### src/rtl/capture_sequencer.sv
// Pixel-clock write sequencer for a double-banked OV7670 frame buffer (live / freeze / snapshot).
// Define CAPTURE_SEQ_STATS_EN to add the frames_ok / frames_short counters.
module capture_sequencer #(
  parameter int unsigned ADDR_W      = 17,
  parameter int unsigned DATA_W      = 12,
  parameter int unsigned FRAME_WORDS = 76800
) (
  input  logic              clk,
  input  logic              reset,
  input  logic              config_done,
  input  logic              freeze,
  input  logic              snap_req,
  input  logic              vsync,
  input  logic              cap_we,
  input  logic [ADDR_W-1:0] cap_addr,
  input  logic [DATA_W-1:0] cap_data,
  output logic              fb_wea,
  output logic [ADDR_W:0]   fb_addra,
  output logic [DATA_W-1:0] fb_dina,
  output logic              disp_bank,
  output logic              frame_done,
  output logic              overflow,
  output logic              busy
`ifdef CAPTURE_SEQ_STATS_EN
  ,
  output logic [15:0]       frames_ok,
  output logic [15:0]       frames_short
`endif
);

  localparam int unsigned     CNT_W    = $clog2(FRAME_WORDS + 1);
  localparam logic [CNT_W-1:0] FULL_CNT = CNT_W'(FRAME_WORDS);
  localparam logic [ADDR_W:0]  ADDR_LIM = (ADDR_W + 1)'(FRAME_WORDS);

  typedef enum logic [2:0] {
    IDLE,
    SYNC,
    CAPTURE,
    HOLD,
    SNAP
  } state_t;

  state_t           state;
  logic             write_bank;
  logic             vsync_q;
  logic             armed;
  logic [CNT_W-1:0] word_cnt;
  logic [CNT_W-1:0] cnt_next;

  logic fstart;
  logic fend;
  logic writing;
  logic pass;
  logic in_range;
  logic accept;
  logic rejected;
  logic full;
  logic commit;

  assign fstart   = vsync_q & ~vsync;
  assign fend     = ~vsync_q & vsync;
  assign writing  = (state == CAPTURE) || (state == SNAP);
  assign pass     = writing & ~vsync;
  assign in_range = {1'b0, cap_addr} < ADDR_LIM;
  assign accept   = cap_we & pass & in_range;
  assign rejected = cap_we & pass & ~in_range;
  assign full     = (word_cnt == FULL_CNT);
  assign cnt_next = full ? word_cnt : word_cnt + 1'b1;
  // A falling config_done overrides a coincident frame end, so no commit then.
  assign commit   = config_done & fend & writing;

  always_ff @(posedge clk or posedge reset) begin
    if (reset) begin
      fb_wea   <= 1'b0;
      fb_addra <= '0;
      fb_dina  <= '0;
      overflow <= 1'b0;
      vsync_q  <= 1'b1;
    end else begin
      fb_wea   <= accept;
      fb_addra <= {write_bank, cap_addr};
      fb_dina  <= cap_data;
      vsync_q  <= vsync;
      if (rejected) begin
        overflow <= 1'b1;
      end
    end
  end

  always_ff @(posedge clk or posedge reset) begin
    if (reset) begin
      state      <= IDLE;
      write_bank <= 1'b1;
      disp_bank  <= 1'b0;
      word_cnt   <= '0;
      armed      <= 1'b0;
      frame_done <= 1'b0;
      busy       <= 1'b0;
    end else begin
      frame_done <= 1'b0;
      if (accept) begin
        word_cnt <= cnt_next;
      end
      if (commit && full) begin
        disp_bank  <= write_bank;
        write_bank <= ~write_bank;
        frame_done <= 1'b1;
      end
      if (!config_done) begin
        state <= IDLE;
        armed <= 1'b0;
        busy  <= 1'b0;
      end else begin
        case (state)
          IDLE: begin
            state <= SYNC;
          end
          SYNC: begin
            if (fstart) begin
              word_cnt <= '0;
              state    <= freeze ? HOLD : CAPTURE;
              busy     <= ~freeze;
            end
          end
          CAPTURE: begin
            // A write landing on the start cycle is the first word of the new frame.
            if (fstart) begin
              word_cnt <= accept ? CNT_W'(1) : '0;
            end else if (fend && freeze) begin
              state <= HOLD;
              busy  <= 1'b0;
            end
          end
          HOLD: begin
            if (!freeze) begin
              state <= SYNC;
              armed <= 1'b0;
            end else if (armed && fstart) begin
              state    <= SNAP;
              word_cnt <= '0;
              armed    <= 1'b0;
              busy     <= 1'b1;
            end else if (snap_req) begin
              armed <= 1'b1;
            end
          end
          SNAP: begin
            if (fend) begin
              state <= freeze ? HOLD : SYNC;
              busy  <= 1'b0;
            end
          end
          default: begin
            state <= IDLE;
            busy  <= 1'b0;
          end
        endcase
      end
    end
  end

`ifdef CAPTURE_SEQ_STATS_EN
  always_ff @(posedge clk or posedge reset) begin
    if (reset) begin
      frames_ok    <= '0;
      frames_short <= '0;
    end else if (commit) begin
      if (full) begin
        frames_ok <= frames_ok + 16'd1;
      end else begin
        frames_short <= frames_short + 16'd1;
      end
    end
  end
`endif

endmodule

### config.mk
export PLATFORM = sky130hd
export DESIGN_NAME = capture_sequencer
export DESIGN_NICKNAME = d
export VERILOG_FILES = /design/src/rtl/capture_sequencer.sv
export SDC_FILE = /design/constraint.sdc
export NUM_CORES = 1
export LEC_CHECK = 0
export ABC_CLOCK_PERIOD_IN_PS = 4100
export BUFFER_PORTS_ARGS = -buffer_cell sky130_fd_sc_hd__clkbuf_2
export CAP_MARGIN = 20
export CORE_MARGIN = 4
export CORE_UTILIZATION = 50
export CTS_CLUSTER_DIAMETER = 150
export DETAILED_ROUTE_END_ITERATION = 10
export PLACE_DENSITY = 0.77
export SLEW_MARGIN = 5
export SYNTH_ARGS = -nofsm -noshare
export SYNTH_HDL_FRONTEND = slang
export SYNTH_SLANG_ARGS = --single-unit
### constraint.sdc
create_clock -name clk -period 4.1 [get_ports clk]
set_clock_uncertainty 0.1 [all_clocks]
set_input_delay 0.41 -clock clk [delete_from_list [all_inputs] [get_ports clk]]
set_output_delay 0.41 -clock clk [all_outputs]
set_load 0.01 [all_outputs]
=== Word-level counts from Yosys, hierarchy flattened ===
Index checks and enable logic that the tools add are counted.

* Bits in registers: 58
* Output and inout bits: 35
* Word-level logic and storage cells: 83

* $add $sub $neg: 1
* $lt $le $gt $ge: 1
* Equal/unequal tests: 15
* Mux-type cells: 33
* Bitwise operators: 13
* Reductions and logical operators: 8

{| class="wikitable"
|+ Operators with widths
! kind !! count
|-
| 2-to-1 mux 17 bit || 7
|-
| case mux 17 bit (3 select lines) || 1
|-
| 2-to-1 mux 3 bit || 7
|-
| adder 17 x 1 -> 17 bit (second input constant) || 1
|-
| == test 17 bit (second input constant) || 1
|-
| less-than comparator 17 bit (second input constant) || 1
|-
| 2-to-1 mux 1 bit || 15
|-
| != test 3 bit (second input constant) || 5
|-
| case mux 3 bit (5 select lines) || 1
|-
| bitwise AND 1 bit || 8
|-
| AND reduction 7 bit || 1
|-
| == test 3 x 2 -> 1 bit (second input constant) || 2
|-
| inverter 1 bit || 5
|-
| case mux 1 bit (5 select lines) || 1
|-
| AND reduction 5 bit || 1
|-
| != test 4 x 2 -> 1 bit (second input constant) || 1
|-
| != test 4 bit (second input constant) || 1
|-
| == test 3 x 1 -> 1 bit (second input constant) || 1
|-
| == test 3 bit (second input constant) || 1
|-
| logical AND 1 bit || 3
|-
| zero test 3 bit || 1
|-
| != test 3 x 2 -> 1 bit (second input constant) || 1
|-
| 2-to-1 mux 2 bit || 1
|-
| != test 2 x 1 -> 1 bit (second input constant) || 1
|-
| other kinds (3) || 3
|}

=== Depth between registers and ports, before layout ===
Gate-level depths: netlist (run 1).

* Word-level depth: 10
* Depth in mapped cells: 9
* Depth with buffers taken out: 6

=== Least setup slack after synthesis (run 1) ===
Ideal clock, no wire load.

* Kind: register -> register
* Start: register word_cnt[5]
* End: register word_cnt[14]
* Library setup time: 0.125 ns
* Data arrival time: 1.832 ns
* Required time: 3.875 ns
* Path slack: 2.043 ns
* Cell stages (with the launch flop): 8
* Clock period less this slack: 2.057 ns
* Cells stage by stage: dfrtp_1 > or4_1 > nor3_2 > and4_1 > buf_6 > buf_12 > nor4_2 > mux2_4

* Word-level cells in the longest chain between the ends: 7
* Elaborated cells between the ends (all ways): 10

{| class="wikitable"
|+ RTL lines
! item !! RTL line !! text
|-
| start, declared || 47 || <nowiki>logic [CNT_W-1:0] word_cnt;</nowiki>
|-
| start signal, assigned || 102 || <nowiki>word_cnt <= cnt_next;</nowiki>
|-
| start signal, assigned || 128 || <nowiki>word_cnt <= accept ? CNT_W'(1) : '0;</nowiki>
|-
| adder 17 x 1 -> 17 bit / == test 17 bit (equally long branches) || 68, 67 ||
|-
| 2-to-1 mux 17 bit * || 68 || <nowiki>assign cnt_next = full ? word_cnt : word_cnt + 1'b1;</nowiki>
|-
| 2-to-1 mux 17 bit * || 101 || <nowiki>if (accept) begin</nowiki>
|-
| 2-to-1 mux 17 bit || 138 || <nowiki>end else if (armed && fstart) begin</nowiki>
|-
| 2-to-1 mux 17 bit || 135 || <nowiki>if (!freeze) begin</nowiki>
|-
| case mux 17 bit (3 select lines) || 114 || <nowiki>case (state)</nowiki>
|-
| 2-to-1 mux 17 bit * || 109 || <nowiki>if (!config_done) begin</nowiki>
|}

Mark *: on every way between the ends. The rest lies on a longest branch, timed or not.
A chain may end at the register's enable or synchronous reset.

=== Worst setup path in the final report (run 1) ===
* Start: register word_cnt[5]
* End: register disp_bank

* Word-level cells in the longest chain between the ends: 2

{| class="wikitable"
|+ RTL lines
! item !! RTL line !! text
|-
| == test 17 bit || 67 || <nowiki>assign full = (word_cnt == FULL_CNT);</nowiki>
|-
| logical AND 1 bit || 104 || <nowiki>if (commit && full) begin</nowiki>
|-
| end signal, assigned || 105 || <nowiki>disp_bank <= write_bank;</nowiki>
|-
| end, declared || 20 || <nowiki>output logic disp_bank,</nowiki>
|}

No other way between the ends.

==> metrics.md, run 1 <==
| Metric | Value |
|---|---|
| Outcome | `finished, final reports clean` |
| Final max-slew violation count | `0` |
| Setup TNS | `0 ps` |
| Count of cell types in the netlist | `49` |
| First-pass GRT wire length | `8238 µm` |
| Hold endpoint | `fb_dina[6]` |
| Worst r2r src | `word_cnt[5]` |
| CTS max path bufs | `2` |
| Max-cap check violation count | `0` |
| Final setup viols | `0` |
| Vias per cell | `5.255` |
| Fin. Hold Viols | `0` |
| Worst Min Path Start | `cap_data[6]` |
| CTS buffer count | `9` |
| Clk slew on worst S/H paths | `70 ps` |
| Hold depth | `1` |
| GRT Overall Usage | `0.1751` |
| Clk sinks | `58` |
| Tot Pwr | `0.001411 W` |
| Root buffer cell | `clkbuf_8` |
| Async set-or-reset flop fraction in the synthesized netlist | `1.000` |
| WS Path Type | `reg -> reg` |
| Sequential area share after synthesis | `0.5816` |
| Top-area cell type share of the netlist area | `0.5606` |
| Peak VDD IR | `0.2848 mV` |
| CTS tree | `built` |
| FF+latch count, synth | `58` |
| Critical Path RT | `4220 ps` |
| Synth-to-Final Area Change | `21.57%` |
| PD cells | `464.1 nW/µm²` |
| Routability cong. | `0.8594` |
| Highest Clock Rate | `367.4 MHz` |
| H-tree depth | `3` |
| Filler Cell Count | `401` |
| Startpoint types | `flop` |
| Initial DRT Pass Iterations | `4` |
| Post-synth top flop | `dfrtp_1` |
| Total number of yosys warnings | `0` |
| Hold Crit Class | `in -> reg` |
| Reg2reg setup slack | `1380 ps` |
| Number of antenna violations at the first check in global routing | `0` |
| Die extent in x | `78.71 µm` |
| Die H | `78.71 µm` |
| Vias in the first global route | `1817` |
| Ant diodes | `0` |
| NumNets Final | `331` |
| Post-Synthesis Cells | `220` |
| DR iter-0 viols | `99` |
| Num rows | `25` |
| Period utilization | `0.6638` |
| Final wirelength | `4962 µm` |
| Slew @ Worst Pin | `944.7 ps` |
| Leak pwr | `1.394 nW` |
| Post-DP HPWL | `3543 µm` |
| Number of routed nets with antenna violations | `0` |
| Die area | `6195 µm²` |
| IO Port Bufs | `70` |
| R2R Path End | `disp_bank` |
| Post-CTS resize count | `0` |
| Core area | `4786 µm²` |
| Worst skew pair latency | `330 ps` |
| Drt drc | `0` |
| Core Util, Final | `0.6350` |
| Mapped Nets | `258` |
| R2r worst-path depth | `5` |
| Dominant cell type by area after synthesis | `dfrtp_1` |
| Area contributors post-synth | `dfrtp_1 (56%), o31ai_1 (3.3%), or4_1 (3.0%), a21oi_1 (2.6%), nand3_1 (2.4%)` |
| Setup crit end kind | `flop` |
| Layout cell share with drive strength beyond 1 | `0.3221` |
| Initial Utilization | `0.5224` |
| Grt ovf | `0` |
| Design area | `3039 µm²` |
| Fin Hold WS | `71.25 ps` |
| Mapped cell area | `2500 µm²` |
| Crit-path max FO | `26` |
| Via count | `1918` |
| Crit. Startpoint | `word_cnt[5]` |
| Slew headroom | `0.3702` |
| Largest net degree at the start of global routing | `37` |
| Top Ports | `71` |
| EDFF count, synth | `0` |
| RSZ-0062 raised after global routing | `false` |
| Syn_area_per_cell | `11.36 µm²` |
| Critical Path AT | `2840 ps` |
| Minimum clock period | `2722 ps` |
| WL/cell | `13.59 µm` |
| DP Area | `2865 µm²` |
## flip-flops by register name, indices dropped and copies added (netlist names)
register / cells
overflow: 1
armed: 1
fb_addra: 18
fb_dina: 12
fb_wea: 1
disp_bank: 1
busy: 1
vsync_q: 1
word_cnt: 17
frame_done: 1
state: 3
write_bank: 1
## worst max path at each step
stage | slack [ps] | cells after the start | end
global route | 1200 | 5 | disp_bank
global placement | 1520 | 5 | disp_bank
finish | 1380 | 5 | disp_bank
detailed placement | 1430 | 5 | disp_bank
floorplan | 2040 | 7 | word_cnt[14]
CTS | 1410 | 5 | disp_bank
## through the flow
| stage | setup WS [ps] | cells |
|---|---|---|
| floorplan | 2043 | 220 |
| global placement | 1523 | 348 |
| detailed placement | 1427 | 348 |
| CTS | 1409 | 365 |
| global route | 1200 | 365 |
| finish | 1378 | 365 |
## final cells by class
class	count	area (µm²)	area share
sequential	58	1454	0.4784
inverter	10	37.54	0.01235
clock inverter	5	32.53	0.01070
clock buffer	11	131.4	0.04323
tap	67	83.83	0.02758
multi-input combinational	142	932.1	0.3067
timing repair buffer	72	367.9	0.1210
## critical path, cell delays in order, from the launching register on
cell	delay, ps
dfrtp_1	440
or4_1	540
nor3_2	180
and4_1	810
nand2b_1	210
mux2_2	320
## layer usage
metal	up-vias	track usage	routed length (µm)	part of all wire
met5	-	0	0	0
met1	911	0.1910	2135	0.43
li1	952	-	-	-
met4	0	0.09091	96	0.019
met3	10	0.06236	250	0.050
met2	45	0.2988	2479	0.50
## cell usage after synthesis, types with 3 or more instances
master and count:
xnor2_1 4, clkbuf_1 4, nand4_1 6, nand3_1 12, nor2_1 10, buf_2 3
nor3_1 3, a21oi_1 13, dfrtp_1 56, mux2i_1 4, inv_1 10, nand2b_1 6
and4_1 3, and2_1 3, or4_1 10, nand2_1 15, o31ai_1 11, nor2b_1 4
## cell usage in the layout, fill, tap and decap left out, drive strengths merged, types with 2 or more instances in the layout
cell type | Yosys | layout
a21boi | 2 | 2
a21oi | 14 | 14
a31oi | 2 | 2
and2 | 4 | 4
and3 | 2 | 2
and4 | 3 | 3
clkbuf | 4 | 81
clkinv | 0 | 2
clkinvlp | 0 | 3
dfrtp | 56 | 56
dfstp | 2 | 2
ha | 2 | 2
inv | 10 | 10
mux2 | 2 | 2
mux2i | 4 | 4
nand2 | 15 | 15
nand2b | 6 | 6
nand3 | 12 | 12
nand4 | 6 | 6
nand4b | 2 | 2
nor2 | 10 | 10
nor2b | 4 | 4
nor3 | 4 | 4
nor4 | 3 | 3
nor4b | 3 | 3
o211a | 2 | 2
o211ai | 2 | 2
o21ai | 3 | 3
o22ai | 2 | 2
o31ai | 11 | 11
or4 | 10 | 10
xnor2 | 4 | 4
## cell families after synthesis
| group | share of synthesized area |
|---|---|
| and+or+nand+nor | 0.2057 |
| xor gates and xnor gates | 0.01401 |
| AOI/OAI and AO/OA | 0.1166 |
| muxes | 0.02653 |
| adders and majority gates | 0.01001 |
| DFF | 0.5816 |
| buffers and inverters | 0.04554 |
## what timing repair did
action	CTS	global route
hold buffers	1	0
endpoints found under the hold margin	21	0
setup endpoints to repair	0	0
setup buffers	0	0
## report_power, final
group / total [W] / internal [W] / leakage, nW / switching [W]
clock network: 0.000432 / 0.000217 / 0.0753 / 0.000216
registers: 0.000699 / 0.000630 / 0.727 / 0.0000684
logic: 0.000280 / 0.000133 / 0.591 / 0.000146
total: 0.00141 / 0.000980 / 1.39 / 0.000431
Note: power is estimated with default switching activity, not from simulation.
==> run 2, diff against run 1 <==
ABC_AREA = 1   (was default)
ABC_CLOCK_PERIOD_IN_PS = 2800   (was 4100)
clock period = 2.8 ns   (was 4.1 ns; I/O delays follow)
==> metrics.md, run 2 <==
| Metric | Value |
|---|---|
| Outcome | `finished, final reports clean` |
| Ant diodes | `0 (unchanged)` |
| DR iter-0 viols | `165 (+67%)` |
| Synth-to-Final Area Change | `36.62%` |
| Initial DRT Pass Iterations | `4 (unchanged)` |
| Most flops, register | `fb_addra` |
| Die extent in x | `79.92 µm (+1.5%)` |
| Commonest cells post-synth | `nand2_1 (70), dfrtp_1 (56), nor2_1 (50)` |
| Largest net degree at the start of global routing | `59 (+59%)` |
| Die area | `6387 µm² (+3.1%)` |
| WL/cell | `12.88 µm (-5.2%)` |
| Final max-slew violation count | `0 (unchanged)` |
| Post-Synthesis Cells | `301 (+37%)` |
| Combinational share of power | `0.238 (+0.040)` |
| Most frequent cells in the layout | `nand2_1 (70), clkbuf_2 (70), dfrtp_1 (56)` |
| Largest registers | `fb_addra (18), word_cnt (17), fb_dina (12)` |
| RSZ-0062 raised after global routing | `false` |
| Initial Utilization | `0.5300 (+0.007647)` |
| Via count | `2347 (+22%)` |
| Final wirelength | `6183 µm (+25%)` |
| Clock Power Share | `0.338 (+0.032)` |
| Critical Path RT | `2930 ps (-1290 ps)` |
| Count leader, synth | `nand2_1` |
| Sequential area share after synthesis | `0.5622 (-0.01941)` |
| NetSw | `0.0008651 W (+100%)` |
| Routability cong. | `0.9142 (+6.4%)` |
| Minimum clock period | `2003 ps (-718.4 ps)` |
| Period utilization | `0.7155 (+0.05165)` |
| Mapped Nets | `339 (+31%)` |
| Final setup viols | `0 (unchanged)` |
| Root buffer cell | `clkbuf_8` |
| Num rows | `25 (unchanged)` |
| FF+latch count, synth | `58 (unchanged)` |
| Slew @ Worst Pin | `700.9 ps (-243.9 ps)` |
| Post-synth top flop | `dfrtp_1` |
| Flop pwr share | `0.423 (-0.072)` |
| Core area | `4880 µm² (+2.0%)` |
| Fin Hold WS | `37.77 ps (-33.48 ps)` |
| Async set-or-reset flop fraction in the synthesized netlist | `1.000 (unchanged)` |
| Top Ports | `71 (unchanged)` |
| Clk sinks | `58 (unchanged)` |
| Number of antenna violations at the first check in global routing | `0 (unchanged)` |
| Crit-path max FO | `30 (+15%)` |
| Post-DP HPWL | `4111 µm (+16%)` |
| Switching share of power | `0.3273 (+0.02210)` |
| Total number of yosys warnings | `0 (unchanged)` |
| H-tree depth | `3 (unchanged)` |
| IO Port Bufs | `70 (unchanged)` |
| NumNets Final | `446 (+35%)` |
| WS Path Type | `reg -> reg` |
| Area contributors post-synth | `dfrtp_1 (54%), nand2_1 (10%), nor2_1 (7.3%), nand3_1 (4.6%), inv_1 (4.5%)` |
| Number of routed nets with antenna violations | `0 (unchanged)` |
| Max reg flops | `18 (unchanged)` |
| Grt ovf | `0 (unchanged)` |
| CTS buffer count | `9 (unchanged)` |
| Post-CTS resize count | `0 (unchanged)` |
| Die H | `79.92 µm (+1.5%)` |
| Startpoint types | `flop` |
| Max-cap check violation count | `0 (unchanged)` |
| Vias in the first global route | `2434 (+34%)` |
| Vias per cell | `4.890 (-7.0%)` |
| Setup crit end kind | `flop` |
| Layout cell share with drive strength beyond 1 | `0.2591 (-0.06307)` |
| EDFF count, synth | `0 (unchanged)` |
| Hold Crit Class | `in -> async` |
| Dominant cell type by area after synthesis | `dfrtp_1` |
| CTS tree | `built` |
| Critical Path AT | `2130 ps (-710 ps)` |
| Syn_area_per_cell | `8.592 µm² (-24%)` |
| Fin. Hold Viols | `0 (unchanged)` |
| Slew headroom | `0.5328 (+0.1626)` |
| Leak pwr | `1.790 nW (+28%)` |
| Setup TNS | `0 ps (unchanged)` |
| PD cells | `748.0 nW/µm² (+61%)` |
| Drt drc | `0 (unchanged)` |
| Worst skew pair latency | `340 ps (about the same)` |
| CTS max path bufs | `2 (unchanged)` |
| Highest Clock Rate | `499.2 MHz (+36%)` |
| Peak VDD IR | `0.4323 mV (+52%)` |
| Clk slew on worst S/H paths | `70 ps (about the same)` |
| GRT Overall Usage | `0.2235 (+0.04835)` |
| First-pass GRT wire length | `10850 µm (+32%)` |
| Mapped cell area | `2586 µm² (+3.5%)` |
| Cell-internal power | `0.001778 W (+81%)` |
| Count of cell types in the netlist | `27 (-45%)` |
| Top-area cell type share of the netlist area | `0.5418 (-0.01871)` |
run 2: area by class of cell:
class / count / area, µm²
Inverter: 35 / 131.4
Clock buffer: 11 / 151.4
Tap cell: 67 / 83.83
Sequential cell: 58 / 1454
Fill cell: 369 / 1346
Timing Repair Buffer: 101 / 658.1
Multi-Input combinational cell: 203 / 969.7
Clock inverter: 5 / 85.08
run 2: path summary, 6_finish.rpt:
check	start	cells after the start	to	slack, ps
setup / recovery	state[1]	8	word_cnt[5]	800
hold / removal	reset	3	fb_addra[14]	40
setup reg to reg	state[1]	8	word_cnt[5]	800
hold reg to reg	write_bank	0	fb_addra[17]	320
max in group asynchronous	reset	3	word_cnt[3]	2100
min in group clk	snap_req	4	armed	180
run 2: worst max-delay path, cell delays in order (launching register included):
cell and delay (ps):
dfrtp_1 440, nor2_2 190, nand2_1 110, nand2_2 100, nand2_2 60, nor2_4 540, nand4_1 190, nand2_1 120
nor2_1 40
run 2: per-layer routing:
metal  routed length, µm  up-vias  GRT usage
met3                 367       16    0.08126
li1                    -     1169          -
met4                 148        0    0.08108
met5                   0        -          0
met1                2482     1080     0.2460
met2                3183       82     0.3924
run 2: through the flow:
| step | power [W] | utilization | instances | cell area, µm² | worst slack, ps |
|---|---|---|---|---|---|
| floorplan | 0.001532 | - | 301 | 2586 | 995.3 |
| global placement | 0.001691 | 0.6141 | 434 | 2997 | 934.2 |
| detailed placement | 0.001716 | 0.6141 | 434 | 2997 | 858.8 |
| CTS | 0.002646 | 0.7241 | 480 | 3533 | 799.3 |
| global route | 0.002824 | 0.7241 | 480 | 3533 | 565.9 |
| finish | 0.002643 | 0.7241 | 480 | 3533 | 796.6 |
run 2: timing repair:
action | CTS | global route
setup buffers | 0 | 0
hold buffers | 30 | 0
hold endpoints to repair | 30 | 0
run 2: power groups by stage:
stage	clock network [W]	logic, W	registers [W]
final	0.000894	0.000629	0.00112
after global routing	0.000954	0.000732	0.00114
after CTS	0.000906	0.000627	0.00111
after detailed placement	0	0.000588	0.00113
after global placement	0	0.000572	0.00112
after floorplan	0	0.000423	0.00111
run 2: logic make-up (layout without fill, tap and decap cells):
family / count (synthesis) / after routing / share of synthesized area
AND/OR/NAND/NOR: 170 / 170 / 0.2917
flip-flops: 58 / 58 / 0.5622
buffers and inverters: 40 / 152 / 0.06289
AO/OA/AOI/OAI: 24 / 24 / 0.04983
XOR/XNOR: 7 / 7 / 0.02371
adder cells (fa/ha/maj): 2 / 2 / 0.009674
==> run 3, diff against run 2 <==
ABC_CLOCK_PERIOD_IN_PS = 2000   (was 2800)
clock period = 2 ns   (was 2.8 ns; I/O delays follow)
==> metrics.md, run 3 (same netlist as run 2, synthesis figures left out) <==
| Metric | Value |
|---|---|
| Final max-slew violation count | `0 (unchanged)` |
| Hold Crit Class | `in -> reg` |
| Fin. Hold Viols | `0 (unchanged)` |
| Worst r2r src | `word_cnt[0]` |
| WS Path Type | `reg -> reg` |
| Clk slew on worst S/H paths | `60 ps (about the same)` |
| CTS max path bufs | `2 (unchanged)` |
| Fin Hold WS | `114.4 ps (+76.60 ps)` |
| Core area | `4880 µm² (unchanged)` |
| Critical Path End | `word_cnt[16]` |
| Slowest CP cell | `dfrtp_1` |
| Synth-to-Final Area Change | `37.16%` |
| Final wirelength | `6395 µm (+3.4%)` |
| Crit-path max FO | `6 (-80%)` |
| DP Area | `3029 µm² (+1.1%)` |
| Layout cell share with drive strength beyond 1 | `0.2602 (+0.001161)` |
| DR iter-0 viols | `147 (-11%)` |
| Max reg flops | `18 (unchanged)` |
| Root buffer cell | `clkbuf_8` |
| RSZ-0062 raised after global routing | `false` |
| Critical-path cell list | `ha_1, nand3_1, inv_1, nand2_1, inv_1, nand3_1, nand2_1, nand3_1, nor2_1, nor2_1` |
| Peak VDD IR | `0.6673 mV (+54%)` |
| Largest net degree at the start of global routing | `59 (unchanged)` |
| Die H | `79.92 µm (unchanged)` |
| WL/cell | `13.27 µm (+3.0%)` |
| NumNets Final | `448 (+0.45%)` |
| GRT Overall Usage | `0.2309 (+0.007423)` |
| Leak pwr | `1.790 nW (about the same)` |
| Initial Utilization | `0.5300 (unchanged)` |
| CTS tree | `built` |
| R2r worst-path depth | `10 (+2)` |
| Clk sinks | `58 (unchanged)` |
| Period utilization | `0.8784 (+0.1629)` |
| Minimum clock period | `1757 ps (-246.6 ps)` |
| Via count | `2367 (+0.85%)` |
| Largest registers | `fb_addra (18), word_cnt (17), fb_dina (12)` |
| Outcome | `finished, final reports clean` |
| Critical path's largest stage delay | `460 ps (-80 ps)` |
| Die area | `6387 µm² (unchanged)` |
| Number of antenna violations at the first check in global routing | `0 (unchanged)` |
| Worst Min Path Start | `snap_req` |
| Post-DP HPWL | `4117 µm (+0.16%)` |
| Final setup viols | `0 (unchanged)` |
| Routability cong. | `0.8795 (-3.8%)` |
| Ant diodes | `0 (unchanged)` |
| Crit path top cell by count | `nand3_1` |
| Design area | `3547 µm² (+0.39%)` |
| Num rows | `25 (unchanged)` |
| Initial DRT Pass Iterations | `5 (+1)` |
| H-tree depth | `3 (unchanged)` |
| Worst skew pair latency | `340 ps (about the same)` |
| IO Port Bufs | `70 (unchanged)` |
| PD cells | `1005 nW/µm² (+34%)` |
| Vias per cell | `4.911 (+0.43%)` |
| Most frequent cells in the layout | `clkbuf_2 (70), nand2_1 (69), dfrtp_1 (56)` |
| Crit. Startpoint | `word_cnt[0]` |
| R2R Path End | `word_cnt[16]` |
| Startpoint types | `flop` |
| Commonest non-fill, non-tap cell in the layout | `clkbuf_2` |
| Critical Path AT | `1880 ps (-250 ps)` |
| Number of routed nets with antenna violations | `0 (unchanged)` |
| First-pass GRT wire length | `11210 µm (+3.4%)` |
| Core Util, Final | `0.7269 (+0.002820)` |
| Top Ports | `71 (unchanged)` |
| Max-cap check violation count | `0 (unchanged)` |
| Die extent in x | `79.92 µm (unchanged)` |
| Filler Cell Count | `365 (-1.1%)` |
| Drt drc | `0 (unchanged)` |
| Highest Clock Rate | `569.2 MHz (+14%)` |
| Vias in the first global route | `2487 (+2.2%)` |
| Slew headroom | `0.7380 (+0.2052)` |
| Most flops, register | `fb_addra` |
| Setup crit end kind | `flop` |
| CTS buffer count | `9 (unchanged)` |
| Slew @ Worst Pin | `390.0 ps (-310.8 ps)` |
| Setup TNS | `0 ps (unchanged)` |
| Critical Path RT | `2130 ps (-800 ps)` |
| Grt ovf | `0 (unchanged)` |
| Post-CTS Setup Repair Bufs | `0 (unchanged)` |
| Reg2reg setup slack | `240 ps (-550 ps)` |
[run 3: cell count changes in the layout (fill, tap and decap cells not counted)]
cell / change
buf_12: +2
buf_4: -1
bufinv_16: -1
clkbuf_1: +1
clkinv_2: +1
clkinv_4: -1
clkinvlp_4: +1
dlygate4sd3_1: +1
inv_6: -1
nand2_1: -1
nand2_2: +1
o21ai_0: -1
o21ai_1: +1
[run 3: area by class of cell]
| type | count | area, µm² | share of cell area |
|---|---|---|---|
| clock buffer | 12 | 155.1 | 0.04374 |
| clock inverter | 4 | 50.05 | 0.01411 |
| inverter | 35 | 131.4 | 0.03704 |
| multi-input combinational | 203 | 972.2 | 0.2741 |
| sequential | 58 | 1454 | 0.4099 |
| tap | 67 | 83.83 | 0.02363 |
| timing repair buffer | 103 | 700.7 | 0.1975 |
[run 3: routing by layer]
layer	up-vias	global-route usage	share of wire
li1	1169	-	-
met5	-	0	0
met3	17	0.06772	0.048
met2	75	0.4288	0.55
met1	1106	0.2416	0.38
met4	0	0.08953	0.028
[run 3: per-stage QoR]
step                      power, W  worst slack, ps  std cells
after detailed placement  0.002414            229.0        435
after floorplan           0.002145            275.3        301
after global routing      0.003825            18.19        482
final                     0.003565            243.2        482
after CTS                 0.003561            184.4        482
after global placement    0.002375            261.6        435
[run 3: worst min-delay path by stage]
stage	endpoint	slack (ps)	depth (start not counted)
2_1_floorplan	vsync_q	100	0
3_3_place_gp	fb_addra[3]	170	3
3_5_place_dp	fb_dina[4]	160	3
4_1_cts	armed	110	4
5_1_grt	armed	130	4
6_report	armed	110	4
[run 3: worst max-delay path, delay by kind of cell, from the launching register on]
family / cells / cell delay, ps
and+or+nand+nor: 7 / 630
DFF: 1 / 460
adders and majority gates: 1 / 250
buffers and inverters: 2 / 210
[run 3: timing repair]
item / in CTS / in global routing
gates resized for setup: 0 / 2
endpoints found under the setup margin: 0 / 16
endpoints found under the hold margin: 86 / 0
hold buffers: 31 / 0
[run 3: power by group]
| part | leakage [nW] | internal [W] | switching, W | total, W |
|---|---|---|---|---|
| clock | 0.0986 | 0.000641 | 0.000463 | 0.00110 |
| sequential | 0.725 | 0.00136 | 0.000199 | 0.00156 |
| combinational | 0.967 | 0.000361 | 0.000538 | 0.000898 |
| total | 1.79 | 0.00236 | 0.00120 | 0.00356 |
